**src/rtl/dbus_mmio_ctrl.sv**
```systemverilog
// dbus_mmio_ctrl: core data bus splitter to RAM and MMIO registers, with a debug-mode RAM scanner feeding the display.
module dbus_mmio_ctrl #(
  parameter int          DW        = 32,
  parameter int          SYNC_N    = 2,
  parameter logic [31:0] MMIO_BASE = 32'hFFFF_0000,
  parameter int          NREG      = 4,
  parameter logic [31:0] SCAN_BASE = 32'h0000_0200,
  parameter int          SCAN_LEN  = 8,
  parameter int          SCAN_DIV  = 1000000
) (
  input  logic          m_clock,
  input  logic          p_reset,
  input  logic          mode,
  input  logic [31:0]   core_daddr,
  input  logic [DW-1:0] core_wdata,
  input  logic          core_read,
  input  logic          core_write,
  output logic [DW-1:0] core_rdata,
  output logic          core_stall,
  output logic [31:0]   ram_addr,
  output logic [DW-1:0] ram_wdata,
  output logic          ram_rden,
  output logic          ram_wren,
  input  logic [DW-1:0] ram_rdata,
  output logic [DW-1:0] disp_data,
  output logic [7:0]    disp_idx,
  output logic          dbg_mode
);
  localparam int IW = SCAN_LEN > 1 ? $clog2(SCAN_LEN) : 1;
  localparam int CW = SCAN_DIV > 1 ? $clog2(SCAN_DIV) : 1;
  typedef enum logic [1:0] {SRC_NONE, SRC_RAM, SRC_MMIO} src_t;
  logic [SYNC_N-1:0] sync_q;
  logic [DW-1:0]     regs [NREG];
  logic [DW-1:0]     mmio_q, disp_q, mmio_rd, reg0_next;
  logic [7:0]        idx_q;
  logic [IW-1:0]     scan_idx;
  logic [CW-1:0]     div;
  src_t              src_q;
  logic [31:0]       off;
  logic              is_mmio, run_rd, run_wr, ram_sel, dbg_rise, div_tc;
  assign dbg_mode   = sync_q[SYNC_N-1];
  assign core_stall = dbg_mode;
  assign off        = core_daddr - MMIO_BASE;
  assign is_mmio    = core_daddr >= MMIO_BASE;
  assign run_wr     = !dbg_mode && core_write;
  assign run_rd     = !dbg_mode && core_read && !core_write;
  assign ram_sel    = !dbg_mode && !is_mmio && (core_read || core_write);
  // Clear the scan one cycle early so the first debug cycle already addresses SCAN_BASE.
  assign dbg_rise   = sync_q[SYNC_N-2] && !dbg_mode;
  assign div_tc     = div == CW'(SCAN_DIV - 1);
  assign ram_rden   = dbg_mode || (ram_sel && core_read && !core_write);
  assign ram_wren   = ram_sel && core_write;
  assign ram_addr   = dbg_mode ? SCAN_BASE + 32'({scan_idx, 2'b00}) : ram_sel ? core_daddr : 32'd0;
  assign ram_wdata  = ram_sel ? core_wdata : '0;
  assign core_rdata = src_q == SRC_RAM ? ram_rdata : src_q == SRC_MMIO ? mmio_q : '0;
  assign disp_data  = disp_q;
  assign disp_idx   = idx_q;
  assign reg0_next  = (run_wr && is_mmio && off == 32'd0) ? core_wdata : regs[0];
  always_comb begin
    mmio_rd = '0;
    for (int i = 0; i < NREG; i++) if (is_mmio && off == 32'(4 * i)) mmio_rd = regs[i];
  end
  always_ff @(posedge m_clock or posedge p_reset) begin
    if (p_reset) begin
      sync_q   <= '0;
      for (int i = 0; i < NREG; i++) regs[i] <= '0;
      mmio_q   <= '0;
      src_q    <= SRC_NONE;
      scan_idx <= '0;
      div      <= '0;
      disp_q   <= '0;
      idx_q    <= '0;
    end else begin
      sync_q <= {sync_q[SYNC_N-2:0], mode};
      for (int i = 0; i < NREG; i++) if (run_wr && is_mmio && off == 32'(4 * i)) regs[i] <= core_wdata;
      src_q  <= !run_rd ? SRC_NONE : is_mmio ? SRC_MMIO : SRC_RAM;
      mmio_q <= run_rd ? mmio_rd : '0;
      disp_q <= dbg_mode ? ram_rdata : reg0_next;
      idx_q  <= dbg_mode ? 8'(scan_idx) : 8'd0;
      div    <= (!dbg_mode || div_tc) ? '0 : div + 1'b1;
      if (dbg_rise) scan_idx <= '0;
      else if (dbg_mode && div_tc) scan_idx <= scan_idx == IW'(SCAN_LEN - 1) ? '0 : scan_idx + 1'b1;
    end
  end
endmodule

```
**config.mk**
```make
export PLATFORM = sky130hd
export DESIGN_NAME = dbus_mmio_ctrl
export DESIGN_NICKNAME = d
export VERILOG_FILES = /design/src/rtl/dbus_mmio_ctrl.sv
export SDC_FILE = /design/constraint.sdc
export NUM_CORES = 1
export LEC_CHECK = 0
export CAP_MARGIN = 5
export CELL_PAD_IN_SITES_DETAIL_PLACEMENT = 1
export CELL_PAD_IN_SITES_GLOBAL_PLACEMENT = 2
export CORE_UTILIZATION = 31
export DETAILED_ROUTE_END_ITERATION = 12
export PLACE_DENSITY_LB_ADDON = 0.1
export RECOVER_POWER = 50
export SYNTH_ARGS = -nofsm -noshare
export SYNTH_HDL_FRONTEND = slang
export SYNTH_SLANG_ARGS = --single-unit
export TNS_END_PERCENT = 5
```
**constraint.sdc**
```tcl
create_clock -name m_clock -period 7.1 [get_ports m_clock]
set_input_delay 1.42 -clock m_clock [delete_from_list [all_inputs] [get_ports m_clock]]
set_output_delay 1.42 -clock m_clock [all_outputs]
set_load 0.02 [all_outputs]
```
==> results of run 1 <==
## per-layer routing
| metal | up-vias | GRT usage [%] | routed length (µm) |
|---|---|---|---|
| met1 | 3642 | 23.3 | 13100 |
| met3 | 31 | 3.34 | 1700 |
| met4 | 0 | 3.54 | 369 |
| met5 | - | 0 | 0 |
| met2 | 185 | 29.0 | 13600 |
| li1 | 3181 | - | - |
## cells by family after synthesis
logic type,count (synthesis),synth area share (%)
compound gates,54,4.17
xor+xnor,11,0.925
fa+ha+maj,3,0.361
buf+inv,60,2.66
flops,222,53.4
mux,224,27.7
other cells,1,0.0360
simple gates,182,10.8
## power by group
part / total (W) / switching (W) / internal, W
Combinational: 0.000297 / 0.000154 / 0.000143
Sequential: 0.00128 / 0.00000600 / 0.00128
Clock: 0.00139 / 0.000526 / 0.000859
## state kept, by name (all words and copies together) (netlist names)
register   count
disp_data     32
disp_idx       3
div           20
mmio_q        32
regs         128
scan_idx       3
src_q          2
sync_q         2
## worst max-delay path: cells and delay by family, from the launching register on
kind,cells,cell delay (ps)
AOI/OAI and AO/OA,1,120
buffers and inverters,2,2290
DFF,1,760
and+or+nand+nor,1,410
## final cells by class
type / instances / share of cell area, %
Tap cell: 442 / 3.93
Clock inverter: 8 / 0.818
Sequential cell: 222 / 39.5
Timing Repair Buffer: 250 / 17.4
Multi-Input combinational cell: 479 / 32.8
Inverter: 3 / 0.107
Clock buffer: 37 / 5.49
## stage by stage
stage / total power (W) / instance area, µm² / hold WS (ps)
after floorplan: 0.00144 / 10400 / 354
after global placement: 0.00161 / 13200 / 396
after detailed placement: 0.00161 / 13200 / 405
after CTS: 0.00303 / 14100 / 418
after global routing: 0.00309 / 14100 / 418
final: 0.00296 / 14100 / 403
## cell usage in the layout, fill, tap and decap left out, types with 4 or more instances in the layout
cell               n
dlygate4sd3_1     38
nand2_1           10
a21o_1             4
mux4_2            32
clkbuf_1           8
or4_1             10
nand4_1           10
nor3_1             4
nor4_1             4
nand3_1            6
clkdlybuf4s50_1  195
nor2b_1           32
mux2_2           118
dfrtp_1          222
and2_1            61
a21oi_1            7
xnor2_1            8
nor2_1            18
clkbuf_8           6
buf_4              9
o31ai_1            6
conb_1             5
clkbuf_16         27
mux2_1            74
clkinv_2           5
a22o_1            32
## path summary, 6_finish.rpt
path,from,end,cells past startpoint
worst max-delay path,sync_q[1],ram_addr[3],4
worst min-delay path,sync_q[0],sync_q[1],0
worst max register to register,sync_q[1],div[14],3
worst min register to register,sync_q[0],sync_q[1],0
max in group asynchronous,p_reset,regs[121],4
min in group asynchronous,p_reset,regs[102],3
## cell usage after synthesis (6+ instances only)
cell type  instances  area [µm²]
dfrtp_1          222        5560
a21oi_1            7        35.0
nand3_1            6        30.0
nor2b_1           34         213
xnor2_1            8        70.1
nor2_1            18        67.6
a22o_1            32         280
nand2_1           10        37.5
o31ai_1            6        45.0
mux4_2            32         721
mux2_1            74         833
buf_4              9        67.6
buf_2             14        70.1
and2_1            64         400
mux2_2           118        1330
clkbuf_1          29         109
or4_1             10        75.1
nand4_1           10        62.6
==> summary.md, run 1 <==
| Metric | Value |
|---|---|
| Initial antenna violation count | `0` |
| Seq/Total Area, Yosys | `53.4%` |
| CP required | `5680 ps` |
| Relative slew slack | `-62.2%` |
| Largest fanout on the critical path | `35` |
| Worst skew pair latency | `530 ps` |
| Setup Buffers After CTS | `0` |
| Crit path launch type | `flop` |
| Share of layout cells above drive strength 1 | `21.3%` |
| Fillers | `3378` |
| Crit-path cells | `clkbuf_1, and2_0, a21o_1, clkdlybuf4s50_1` |
| Multi-input logic area | `4610 µm²` |
| Dpl cells | `1396` |
| Synth Warn # | `0` |
| First-pass GRT wire length | `45900 µm` |
| Die ar. | `34300 µm²` |
| # port buffers | `235` |
| Mapped Cells | `757` |
| Clock Skew | `18.6 ps` |
| Setup crit end kind | `output pin` |
| Area grow syn2layout | `35.2%` |
| Power Dens Cells | `211 nW/µm²` |
| Yosys reg bits | `222` |
| Die span in y | `185 µm` |
| Pleak | `6.39 nW` |
| Worst hold path type | `reg2reg` |
| Clock period minus worst slack | `5520 ps` |
| Status | `finished with violations` |
| CTS tree | `yes` |
| Failing checks | `capacitance limit, slew limit` |
| CTS buffer count | `26` |
| CP max-delay cell | `clkbuf_1` |
| Max cap viols | `4` |
| Critical path arrival | `4100 ps` |
| Vias in the first global route | `7655` |
| Worst path max stage delay | `1690 ps` |
| Tcrit/Tclk final | `77.8%` |
| Achievable Freq | `181 MHz` |
| Die width | `185 µm` |
| Longest Clk Path Bufs | `3` |
| Async SR Flop Fraction | `100%` |
| FF-to-FF setup slack | `2470 ps` |
| Root Buffer | `clkbuf_16` |
| Via/cell ratio | `4.88` |
| Final setup vio count | `0` |
| Post-Place Setup Slack | `1830 ps` |
| Grt total ovfl | `0` |
| First-pass DRT Iterations | `4` |
| Endpoints failing hold | `0` |
| Total track usage | `17.3%` |
| Ys flop type | `dfrtp_1` |
| # IOs | `241` |
| Detailed-route via count | `7039` |
| Core area | `32800 µm²` |
| Number of synthesized flops with an enable pin | `0` |
| Routed Antenna Nets | `0` |
| Non-filler cells, final | `1441` |
| Final Max Slew Viols | `129` |
| Post_cts resized | `0` |
| Final setup margin | `1580 ps` |
| Slew of the pin with the lowest slew margin | `2430 ps` |
| Post-Syn Area per Cell | `13.8 µm²` |
| Final Wtd Congestion | `0.699` |
| Peak VDD IR | `157 µV` |
| Synth unique cells | `44` |
| Reg clk slew, reported paths | `60 ps` |
| HPWL after DPL | `18000 µm` |
| Mean routed wirelength per cell | `20.0 µm` |
| RSZ-0062 raised after global routing | `false` |
| Layout net count | `1086` |
| Starting Density | `31.8%` |
| Drt first-iter violations | `241` |
| Register area | `5560 µm²` |
| Ant diodes | `0` |
| # rows | `66` |
| Sinks on Clock Net | `222` |
| Setup TNS | `0 ps` |
| Crit path kind | `reg2out` |
| DRT Wirelength | `28800 µm` |
| Synth Cell Area | `10400 µm²` |
| # H-tree levels | `1` |
| Hold buffers post-CTS | `0` |
| Number of remaining DRC errors | `0` |
| Pin count of the biggest net entering global routing | `128` |
| Fin util | `42.9%` |
Note: power is estimated with default switching activity, not from simulation.
==> run 2, diff against run 1 <==
--- a/config.mk
+++ b/config.mk
@@ -8,7 +8,7 @@
 export CAP_MARGIN = 5
 export CELL_PAD_IN_SITES_DETAIL_PLACEMENT = 1
 export CELL_PAD_IN_SITES_GLOBAL_PLACEMENT = 2
-export CORE_UTILIZATION = 31
+export CORE_UTILIZATION = 34
 export DETAILED_ROUTE_END_ITERATION = 12
 export PLACE_DENSITY_LB_ADDON = 0.1
 export RECOVER_POWER = 50
==> constraint.sdc (replaced) <==
create_clock -name m_clock -period 5.5 [get_ports m_clock]
set_input_delay 1.1 -clock m_clock [delete_from_list [all_inputs] [get_ports m_clock]]
set_output_delay 1.1 -clock m_clock [all_outputs]
set_load 0.02 [all_outputs]
==> summary.md, run 2 (synthesis gave the netlist of run 1 again) <==
| Metric | Value |
|---|---|
| Status | `finished with violations` |
| Failing checks | `capacitance limit, slew limit` |
| # IOs | `241 (unchanged)` |
| Largest fanout on the critical path | `40 (+14%)` |
| Crit path kind | `in2out` |
| Ant diodes | `0 (unchanged)` |
| Fillers | `3046 (-9.8%)` |
| Peak VDD IR | `209 µV (+33%)` |
| Critical path arrival | `3580 ps (-520 ps)` |
| Top reg by flops | `regs` |
| Die ar. | `31300 µm² (-8.7%)` |
| Routed Antenna Nets | `0 (unchanged)` |
| Hold buffers post-CTS | `0 (unchanged)` |
| CTS buffer count | `27 (+3.8%)` |
| Power Dens Cells | `275 nW/µm² (+31%)` |
| Relative slew slack | `-59.6% (+2.6 points)` |
| Layout net count | `1090 (+0.37%)` |
| Longest Clk Path Bufs | `3 (unchanged)` |
| Via/cell ratio | `5.07 (+3.7%)` |
| Final Max Slew Viols | `237 (+84%)` |
| Drt first-iter violations | `258 (+7.1%)` |
| Dpl cells | `1347 (-3.5%)` |
| HPWL after DPL | `18800 µm (+4.2%)` |
| Initial antenna violation count | `0 (unchanged)` |
| Pin count of the biggest net entering global routing | `140 (+9.4%)` |
| Max FFs per register | `128 (unchanged)` |
| Slew of the pin with the lowest slew margin | `2390 ps (-38.4 ps)` |
| Die width | `177 µm (-4.5%)` |
| Mean routed wirelength per cell | `20.7 µm (+3.6%)` |
| # port buffers | `235 (unchanged)` |
| Setup crit end kind | `output pin` |
| Final Wtd Congestion | `0.708 (+1.3%)` |
| Crit path launch type | `input pin` |
| Most frequent cells in the layout | `222 x dfrtp_1, 195 x clkdlybuf4s50_1, 118 x mux2_2` |
| DRT Wirelength | `28900 µm (+0.41%)` |
| Pleak | `6.43 nW (+0.59%)` |
| Total track usage | `18.9% (+1.6 points)` |
| RSZ-0062 raised after global routing | `false` |
| Worst skew pair latency | `540 ps (about the same)` |
| CP required | `4400 ps (-1280 ps)` |
| First-pass GRT wire length | `45900 µm (+0.20%)` |
| Worst hold path type | `reg2reg` |
| Setup TNS | `0 ps (unchanged)` |
| Setup Buffers After CTS | `0 (unchanged)` |
| Sinks on Clock Net | `222 (unchanged)` |
| Core area | `29900 µm² (-8.9%)` |
| Clock Skew | `24.1 ps (+5.46 ps)` |
| Share of layout cells above drive strength 1 | `22.1% (+0.82 points)` |
| # rows | `63 (-4.5%)` |
| Post_cts resized | `0 (unchanged)` |
| Die span in y | `177 µm (-4.5%)` |
| Endpoints failing hold | `0 (unchanged)` |
| Reg clk slew, reported paths | `60 ps (about the same)` |
| Commonest non-fill, non-tap cell in the layout | `dfrtp_1` |
| First-pass DRT Iterations | `4 (unchanged)` |
| Final setup vio count | `0 (unchanged)` |
| Detailed-route via count | `7076 (+0.53%)` |
| Non-filler cells, final | `1397 (-3.1%)` |
| Vias in the first global route | `7732 (+1.0%)` |
| Area grow syn2layout | `35.0%` |
| Achievable Freq | `214 MHz` |
| Number of remaining DRC errors | `0 (unchanged)` |
| Starting Density | `34.9% (+3.1 points)` |
| Clock period minus worst slack | `4680 ps` |
| Max cap viols | `4 (unchanged)` |
| CTS tree | `yes` |
| Root Buffer | `clkbuf_16` |
| Tcrit/Tclk final | `85.1%` |
| # H-tree levels | `1 (unchanged)` |
| Grt total ovfl | `0 (unchanged)` |
[run 2: cell count changes in the layout (fill, tap and decap cells not counted), sizes merged]
| cell | delta |
|---|---|
| clkinv | +5 |
| inv | +2 |
| clkbuf | -2 |
| buf | +3 |
[run 2: per-stage QoR]
step	util [%]	cell area, µm²	setup slack [ps]	power, W	hold slack (ps)
4_1_cts	47.2	14100	1030	0.00395	387
3_3_place_gp	44.1	13200	1050	0.00208	384
6_report	47.1	14100	820	0.00387	386
3_5_place_dp	44.1	13200	1050	0.00208	370
5_1_grt	47.1	14100	636	0.00403	395
2_1_floorplan	-	10400	1500	0.00186	354
[run 2: routing by layer]
metal  vias to the layer above  share of wire [%]  global-route usage (%)
li1                       3210                  -                       -
met3                        26                5.4                    3.29
met2                       190                 49                    31.8
met4                         0                1.1                    3.41
met5                         -                  0                       0
met1                      3650                 45                    25.8
[run 2: final timing paths]
kind                           startpoint            end  slack [ps]  cells after the start
setup / recovery           core_daddr[20]    ram_addr[9]         820                      8
hold / removal                  sync_q[0]      sync_q[1]         390                      0
setup reg to reg                   div[0]         div[9]        1900                      5
hold reg to reg                 sync_q[0]      sync_q[1]         390                      0
max in group asynchronous         p_reset  disp_data[26]        1660                      3
min in group asynchronous         p_reset      mmio_q[2]        1160                      2
[run 2: layout make-up]
class | instances | area, µm² | share of cell area [%]
clock buffer | 35 | 766 | 5.45
clock inverter | 15 | 160 | 1.14
inverter | 3 | 12.5 | 0.0890
multi-input combinational | 479 | 4610 | 32.8
sequential | 222 | 5560 | 39.5
tap | 390 | 488 | 3.47
timing repair buffer | 253 | 2460 | 17.5
[run 2: power by group]
part           switching, W  internal, W
combinational      0.000199     0.000183
sequential       0.00000889      0.00165
clock              0.000711      0.00112
total              0.000919      0.00295
[run 2: critical path, stage by stage]
cell	delay, ps
dlygate4sd3_1	570
nand4_1	120
nor4_1	230
clkbuf_1	390
nor3_2	100
buf_4	290
a21o_1	220
clkdlybuf4s50_1	550
